$ cat src/rtl/pipeline_ctrl_if.sv
// Handshake bundle between the core datapath and the stall/flush controller.
// The master side is the core: it supplies hazard inputs and consumes the enables.
// The slave side is the controller.
interface pipeline_ctrl_if;
  logic [31:0] dec_inst;
  logic        dec_valid;
  logic [4:0]  ex_rd;
  logic        ex_is_load;
  logic        ex_valid;
  logic        ex_branch_taken;
  logic        mem_busy;
  logic        fetch_en;
  logic        decode_en;
  logic        execute_en;
  logic        invalidate;
  logic        flush;
  logic [15:0] stall_cnt;

  modport master (
    output dec_inst, dec_valid, ex_rd, ex_is_load, ex_valid, ex_branch_taken, mem_busy,
    input  fetch_en, decode_en, execute_en, invalidate, flush, stall_cnt
  );

  modport slave (
    input  dec_inst, dec_valid, ex_rd, ex_is_load, ex_valid, ex_branch_taken, mem_busy,
    output fetch_en, decode_en, execute_en, invalidate, flush, stall_cnt
  );
endinterface

$ cat src/rtl/pipeline_ctrl.sv
// Stall/flush controller for the 3-stage core (fetch, decode, execute/writeback).
// Produces per-stage clock enables, the decode bubble request and the fetch redirect
// flush. Tracks post-reset hold, load-use hazards, memory wait states and branch
// flushes, and keeps a saturating count of stall cycles.
module pipeline_ctrl #(
  parameter bit RV32E           = 1'b0,
  parameter int RST_HOLD_CYCLES = 4,
  parameter int FLUSH_CYCLES    = 2
) (
  input logic           clk,
  input logic           sync_rst,
  pipeline_ctrl_if.slave bus
);

  // One down-counter serves both the reset hold and the flush window.
  localparam int CNT_MAX    = (RST_HOLD_CYCLES > FLUSH_CYCLES) ? RST_HOLD_CYCLES : FLUSH_CYCLES;
  localparam int CW         = (CNT_MAX > 2) ? $clog2(CNT_MAX) : 1;
  localparam int HOLD_LOAD  = RST_HOLD_CYCLES - 1;
  localparam int FLUSH_LOAD = (FLUSH_CYCLES > 1) ? FLUSH_CYCLES - 2 : 0;
  // RV32E only has 16 registers, so the top index bit is ignored.
  localparam logic [4:0] REG_MASK = RV32E ? 5'b01111 : 5'b11111;

  typedef enum logic [1:0] {HOLD, RUN, MEM_WAIT, FLUSH} state_t;

  state_t        state, state_n;
  logic [CW-1:0] cnt, cnt_n;
  logic [15:0]   stall_q;
  logic          stall_inc;
  logic          fe, de, ee, inv, fl;

  logic [6:0] opc;
  logic [4:0] rd_m, rs1_m, rs2_m;
  logic       uses_rs1, uses_rs2, load_use;
  logic       unused_inst_bits;

  assign opc   = bus.dec_inst[6:0];
  assign rd_m  = bus.ex_rd & REG_MASK;
  assign rs1_m = bus.dec_inst[19:15] & REG_MASK;
  assign rs2_m = bus.dec_inst[24:20] & REG_MASK;
  assign unused_inst_bits = ^{bus.dec_inst[31:25], bus.dec_inst[14:7]};

  // LUI/AUIPC/JAL have no rs1; only BRANCH/STORE/OP read rs2.
  assign uses_rs1 = bus.dec_valid && !(opc inside {7'b0110111, 7'b0010111, 7'b1101111});
  assign uses_rs2 = bus.dec_valid &&  (opc inside {7'b1100011, 7'b0100011, 7'b0110011});

  // A load in execute whose result the decoding instruction needs (x0 never hazards).
  assign load_use = bus.ex_valid && bus.ex_is_load && (rd_m != 5'd0) &&
                    ((uses_rs1 && rd_m == rs1_m) || (uses_rs2 && rd_m == rs2_m));

  // State, shared counter and saturating stall counter.
  always_ff @(posedge clk) begin
    if (sync_rst) begin
      state   <= HOLD;
      cnt     <= CW'(HOLD_LOAD);
      stall_q <= 16'd0;
    end else begin
      state <= state_n;
      cnt   <= cnt_n;
      if (stall_inc && stall_q != 16'hFFFF) stall_q <= stall_q + 16'd1;
    end
  end

  // Next state and enables; reset forces the hold pattern whatever the state.
  always_comb begin
    state_n   = state;
    cnt_n     = cnt;
    stall_inc = 1'b0;
    fe = 1'b0; de = 1'b0; ee = 1'b0; inv = 1'b0; fl = 1'b0;
    if (sync_rst) begin
      inv = 1'b1;
    end else begin
      case (state)
        HOLD: begin
          inv = 1'b1;
          if (cnt == '0) state_n = RUN;
          else           cnt_n   = cnt - CW'(1);
        end
        RUN: begin
          if (bus.ex_branch_taken) begin
            fe = 1'b1; de = 1'b1; ee = 1'b1; inv = 1'b1; fl = 1'b1;
            if (FLUSH_CYCLES > 1) begin
              state_n = FLUSH;
              cnt_n   = CW'(FLUSH_LOAD);
            end
          end else if (bus.mem_busy) begin
            stall_inc = 1'b1;
            state_n   = MEM_WAIT;
          end else if (load_use) begin
            ee = 1'b1; inv = 1'b1;
            stall_inc = 1'b1;
          end else begin
            fe = 1'b1; de = 1'b1; ee = 1'b1;
          end
        end
        MEM_WAIT: begin
          // Everything stays frozen, including the exit cycle; a branch in
          // execute is simply seen again once back in RUN.
          stall_inc = 1'b1;
          if (!bus.mem_busy) state_n = RUN;
        end
        FLUSH: begin
          if (bus.mem_busy) begin
            stall_inc = 1'b1;
          end else begin
            fe = 1'b1; de = 1'b1; ee = 1'b1; inv = 1'b1;
            if (cnt == '0) state_n = RUN;
            else           cnt_n   = cnt - CW'(1);
          end
        end
        default: state_n = HOLD;
      endcase
    end
  end

  assign bus.fetch_en   = fe;
  assign bus.decode_en  = de;
  assign bus.execute_en = ee;
  assign bus.invalidate = inv;
  assign bus.flush      = fl;
  assign bus.stall_cnt  = stall_q;

endmodule
$ cat src/flat_wrapper.sv
// flat-port wrapper written by rule: the top's interface ports become plain ports
module pipeline_ctrl_flat 
#(
  parameter bit RV32E           = 1'b0,
  parameter int RST_HOLD_CYCLES = 4,
  parameter int FLUSH_CYCLES    = 2
)
  (clk, sync_rst, bus_dec_inst, bus_dec_valid, bus_ex_rd, bus_ex_is_load, bus_ex_valid, bus_ex_branch_taken, bus_mem_busy, bus_fetch_en, bus_decode_en, bus_execute_en, bus_invalidate, bus_flush, bus_stall_cnt);
  pipeline_ctrl_if bus_i ();
  input logic clk;
  input logic sync_rst;
  input wire logic [$bits(bus_i.dec_inst)-1:0] bus_dec_inst;
  input wire logic [$bits(bus_i.dec_valid)-1:0] bus_dec_valid;
  input wire logic [$bits(bus_i.ex_rd)-1:0] bus_ex_rd;
  input wire logic [$bits(bus_i.ex_is_load)-1:0] bus_ex_is_load;
  input wire logic [$bits(bus_i.ex_valid)-1:0] bus_ex_valid;
  input wire logic [$bits(bus_i.ex_branch_taken)-1:0] bus_ex_branch_taken;
  input wire logic [$bits(bus_i.mem_busy)-1:0] bus_mem_busy;
  output wire logic [$bits(bus_i.fetch_en)-1:0] bus_fetch_en;
  output wire logic [$bits(bus_i.decode_en)-1:0] bus_decode_en;
  output wire logic [$bits(bus_i.execute_en)-1:0] bus_execute_en;
  output wire logic [$bits(bus_i.invalidate)-1:0] bus_invalidate;
  output wire logic [$bits(bus_i.flush)-1:0] bus_flush;
  output wire logic [$bits(bus_i.stall_cnt)-1:0] bus_stall_cnt;
  assign bus_i.dec_inst = bus_dec_inst;
  assign bus_i.dec_valid = bus_dec_valid;
  assign bus_i.ex_rd = bus_ex_rd;
  assign bus_i.ex_is_load = bus_ex_is_load;
  assign bus_i.ex_valid = bus_ex_valid;
  assign bus_i.ex_branch_taken = bus_ex_branch_taken;
  assign bus_i.mem_busy = bus_mem_busy;
  assign bus_fetch_en = bus_i.fetch_en;
  assign bus_decode_en = bus_i.decode_en;
  assign bus_execute_en = bus_i.execute_en;
  assign bus_invalidate = bus_i.invalidate;
  assign bus_flush = bus_i.flush;
  assign bus_stall_cnt = bus_i.stall_cnt;
  pipeline_ctrl #(.RV32E(RV32E), .RST_HOLD_CYCLES(RST_HOLD_CYCLES), .FLUSH_CYCLES(FLUSH_CYCLES)) u_core (.clk(clk), .sync_rst(sync_rst), .bus(bus_i));
endmodule
$ cat config.mk
export PLATFORM = sky130hd
export DESIGN_NAME = pipeline_ctrl_flat
export DESIGN_NICKNAME = d
export VERILOG_FILES = /design/src/rtl/pipeline_ctrl_if.sv /design/src/rtl/pipeline_ctrl.sv /design/src/flat_wrapper.sv
export SDC_FILE = /design/constraint.sdc
export NUM_CORES = 1
export LEC_CHECK = 0
export ABC_AREA = 1
export ABC_CLOCK_PERIOD_IN_PS = 2500
export CORE_MARGIN = 2
export CORE_UTILIZATION = 45
export CTS_CLUSTER_SIZE = 30
export DETAILED_ROUTE_END_ITERATION = 10
export PLACE_DENSITY = 0.89
export SKIP_LAST_GASP = 1
export SYNTH_ARGS = -nofsm -noshare
export SYNTH_HDL_FRONTEND = slang
export SYNTH_SLANG_ARGS = --single-unit
$ cat constraint.sdc
create_clock -name clk -period 2.5 [get_ports clk]
set_input_delay 0.5 -clock clk [delete_from_list [all_inputs] [get_ports clk]]
set_output_delay 0.5 -clock clk [all_outputs]
set_load 0.02 [all_outputs]
==> impl_metrics.json <==
{
  "antenna_left": 0,
  "antenna_found_initial": 0,
  "tns_ns": 0,
  "internal_power_mw": 0.7151,
  "place_ws_ns": -0.5169,
  "layout_commonest_cell": "nand2_1",
  "wl_per_cell_um": 12.56,
  "dp.cells": 346,
  "dieArea_sq_mm": 0.004209,
  "grt-ovfl-total": 0,
  "powerDensity_mw_per_mm2": 508.7,
  "outcome": "complete, no violations",
  "finalCritPeriodShare_pct": 95.20,
  "critical_path_class": "in2out",
  "clk_latency_ns": 0.26,
  "syn_area_per_cell_sq_um": 6.835,
  "power_mw": 1.202,
  "end_kind": "primary output",
  "layout_common_cells": "nand2_1 (57), inv_1 (30), nor2_1 (26)",
  "ys_ff_latch": 20,
  "finalInstanceArea_sq_mm": 0.002364,
  "rsz0062_at_grt": "false",
  "fillers": 293,
  "dr_total_vias": 1796,
  "drtIter0Drc": 128,
  "place.gp.congestion": 0.8503,
  "first_pass_iters": 4,
  "synth_edf_count": 0,
  "fin_skew_ns": 0.01011,
  "yosysWarningCount": 0,
  "p_clk_share_pct": 20.5,
  "path_cells": "clkdlybuf4s50_1, buf_4, nand2_1, nor2_1, clkdlybuf4s50_1",
  "cp_common_cell": "clkdlybuf4s50_1",
  "drive_gt1_share_pct": 16.89,
  "post-cts-setup-buffers": 0,
  "place.port_buffers": 49,
  "fp.dieH_um": 64.88,
  "cp-start-kind": "primary input",
  "fin_cells": 350,
  "clock-root-buffer": "clkbuf_8",
  "pwr-share-seq_pct": 31.7,
  "cap_violations": 0,
  "ioPinCount": 65,
  "grt_max_degree": 18,
  "fin_ws_ns": 0.1200,
  "cp_top_family": "buffers and inverters",
  "grt_pass1_vias": 1640,
  "cts_hold_buf": 0,
  "post-route-drc-count": 0,
  "dp_hpwl_um": 3187,
  "async_reset_ff_share_pct": 0,
  "slowest_stage": "clkdlybuf4s50_1",
  "cts_made_buffers": 3,
  "diodes": 0,
  "crit_arrival_ns": 1.88,
  "gr-usage-all-layers_pct": 21.41,
  "finalNetCount": 353,
  "cpPeakStageDelay_ns": 0.62,
  "path_clk_slew_ns": 0.07,
  "regArea_sq_um": 400.4,
  "wl_um": 4396,
  "hold_viol": 0,
  "place_area_sq_mm": 0.002255,
  "rows": 22,
  "path_max_fanout": 2,
  "grt_first_pass_wirelength_um": 7272,
  "switchingPower_mw": 0.4873,
  "post-route-min-period_ns": 2.380,
  "ir_drop_mv": 0.4106,
  "cts_tree": "built",
  "via_per_inst": 5.131,
  "syn_area_sq_mm": 0.001668,
  "multiInputGateArea_sq_mm": 0.001110,
  "relSlewSlack_pct": 75.93,
  "syn_nets": 294,
  "seq_area_frac_synth_pct": 24.01,
  "slew_violations": 0,
  "ys_types": 34,
  "cts.path.max_buffers": 2,
  "hold_path.class": "reg2reg",
  "worst_pin_slew_ns": 0.3520,
  "clock-sinks": 20,
  "sw_frac_of_total_pct": 40.52,
  "crit_buf_inv": 3,
  "syn2layout_area_growth_pct": 41.71,
  "synth_flop_cell": "dfxtp_1",
  "h-tree-depth": 1,
  "synthCells": 244,
  "critPathRequiredTime_ns": 2.00,
  "timing.fmax_mhz": 420.2,
  "finalSetupViolCount": 0,
  "die_w_um": 64.88,
  "initial_core_util_pct": 46.25,
  "power_leakage_nw": 1.213,
  "comb_power_share_pct": 47.7,
  "core_sq_mm": 0.003606
}
==> synth_stat cells, types with 2 or more instances <==
cell,count,area (sq um)
nand2_1,58,217.7
inv_1,30,112.6
nor2_1,27,101.4
dfxtp_1,20,400.4
nand4_1,20,125.1
a21oi_1,9,45.04
nand3_1,9,45.04
nand2_2,8,50.05
xnor2_1,8,70.07
a21oi_2,7,61.31
xor2_1,7,61.31
ha_1,6,75.07
nor3_1,4,20.02
o21ai_0,4,20.02
clkbuf_1,3,11.26
nor2_2,3,18.77
inv_2,2,7.510
nor3b_4,2,37.54
o211ai_1,2,15.01
==> what timing repair did <==
action / in CTS / in global routing
gates cloned: 0 / 0
setup endpoints to repair: 4 / 7
pin swaps: 0 / 15
hold endpoints to repair: 0 / 0
gates resized for setup: 18 / 25
==> cells by family (layout without fill, tap and decap cells) <==
group	count (synthesis)	in the layout	share of synthesized area, %
and+or+nand+nor	138	138	42.69
buffers and inverters	39	97	10.43
AOI/OAI and AO/OA	26	26	10.50
DFF	20	20	24.01
xor gates and xnor gates	15	15	7.877
adders and majority gates	6	6	4.501
==> worst register-to-register path, stage by stage (launching register included) <==
cell,delay [ns]
dfxtp_1,0.40
ha_1,0.27
nand2_2,0.11
nor3b_4,0.35
nand4_4,0.29
nand3_4,0.33
nand2_1,0.11
a21oi_1,0.16
==> state kept, by name (all words and copies together), names as in the netlist <==
signal / cells
u_core.cnt: 2
u_core.bus.stall_cnt: 16
u_core.state: 2
==> area by class of cell <==
class                      count  area share, %
multi-input combinational    185          46.96
sequential                    20          16.94
inverter                      32          5.082
timing repair buffer          61          26.15
clock buffer                   4          2.329
tap                           48          2.541
==> power groups by stage <==
stage          logic [mW]  registers [mW]  clock network, mW
3_5_place_dp        0.573           0.388                  0
6_report            0.574           0.382              0.247
3_3_place_gp        0.550           0.388                  0
5_1_grt             0.628           0.387              0.266
2_1_floorplan       0.390           0.388                  0
4_1_cts             0.568           0.381              0.253
==> final timing paths <==
path	from	endpoint	slack, ns	cells past startpoint
setup / recovery	bus_ex_branch_taken	bus_flush	0.12	5
setup reg to reg	u_core.bus.stall_cnt[0]	u_core.bus.stall_cnt[10]	0.41	7
hold reg to reg	u_core.cnt[0]	u_core.cnt[0]	0.46	1
hold / removal	u_core.cnt[0]	u_core.cnt[0]	0.46	1
==> layer usage <==
| layer | global-route usage (%) | part of all wire, % | vias to the layer above |
|---|---|---|---|
| li1 | - | - | 920 |
| met2 | 37.37 | 53 | 39 |
| met3 | 3.819 | 3.1 | 4 |
| met5 | 0 | 0 | - |
| met4 | 3.457 | 0.52 | 0 |
| met1 | 27.81 | 44 | 833 |
==> per-stage QoR <==
| step | hold WS [ns] | util, % |
|---|---|---|
| after floorplan | 0.4222 | - |
| after global placement | 0.4449 | 62.53 |
| after detailed placement | 0.4439 | 62.53 |
| after CTS | 0.4554 | 63.81 |
| after global routing | 0.4963 | 65.54 |
| final | 0.4589 | 65.54 |
Note: power is estimated with default switching activity, not from simulation.
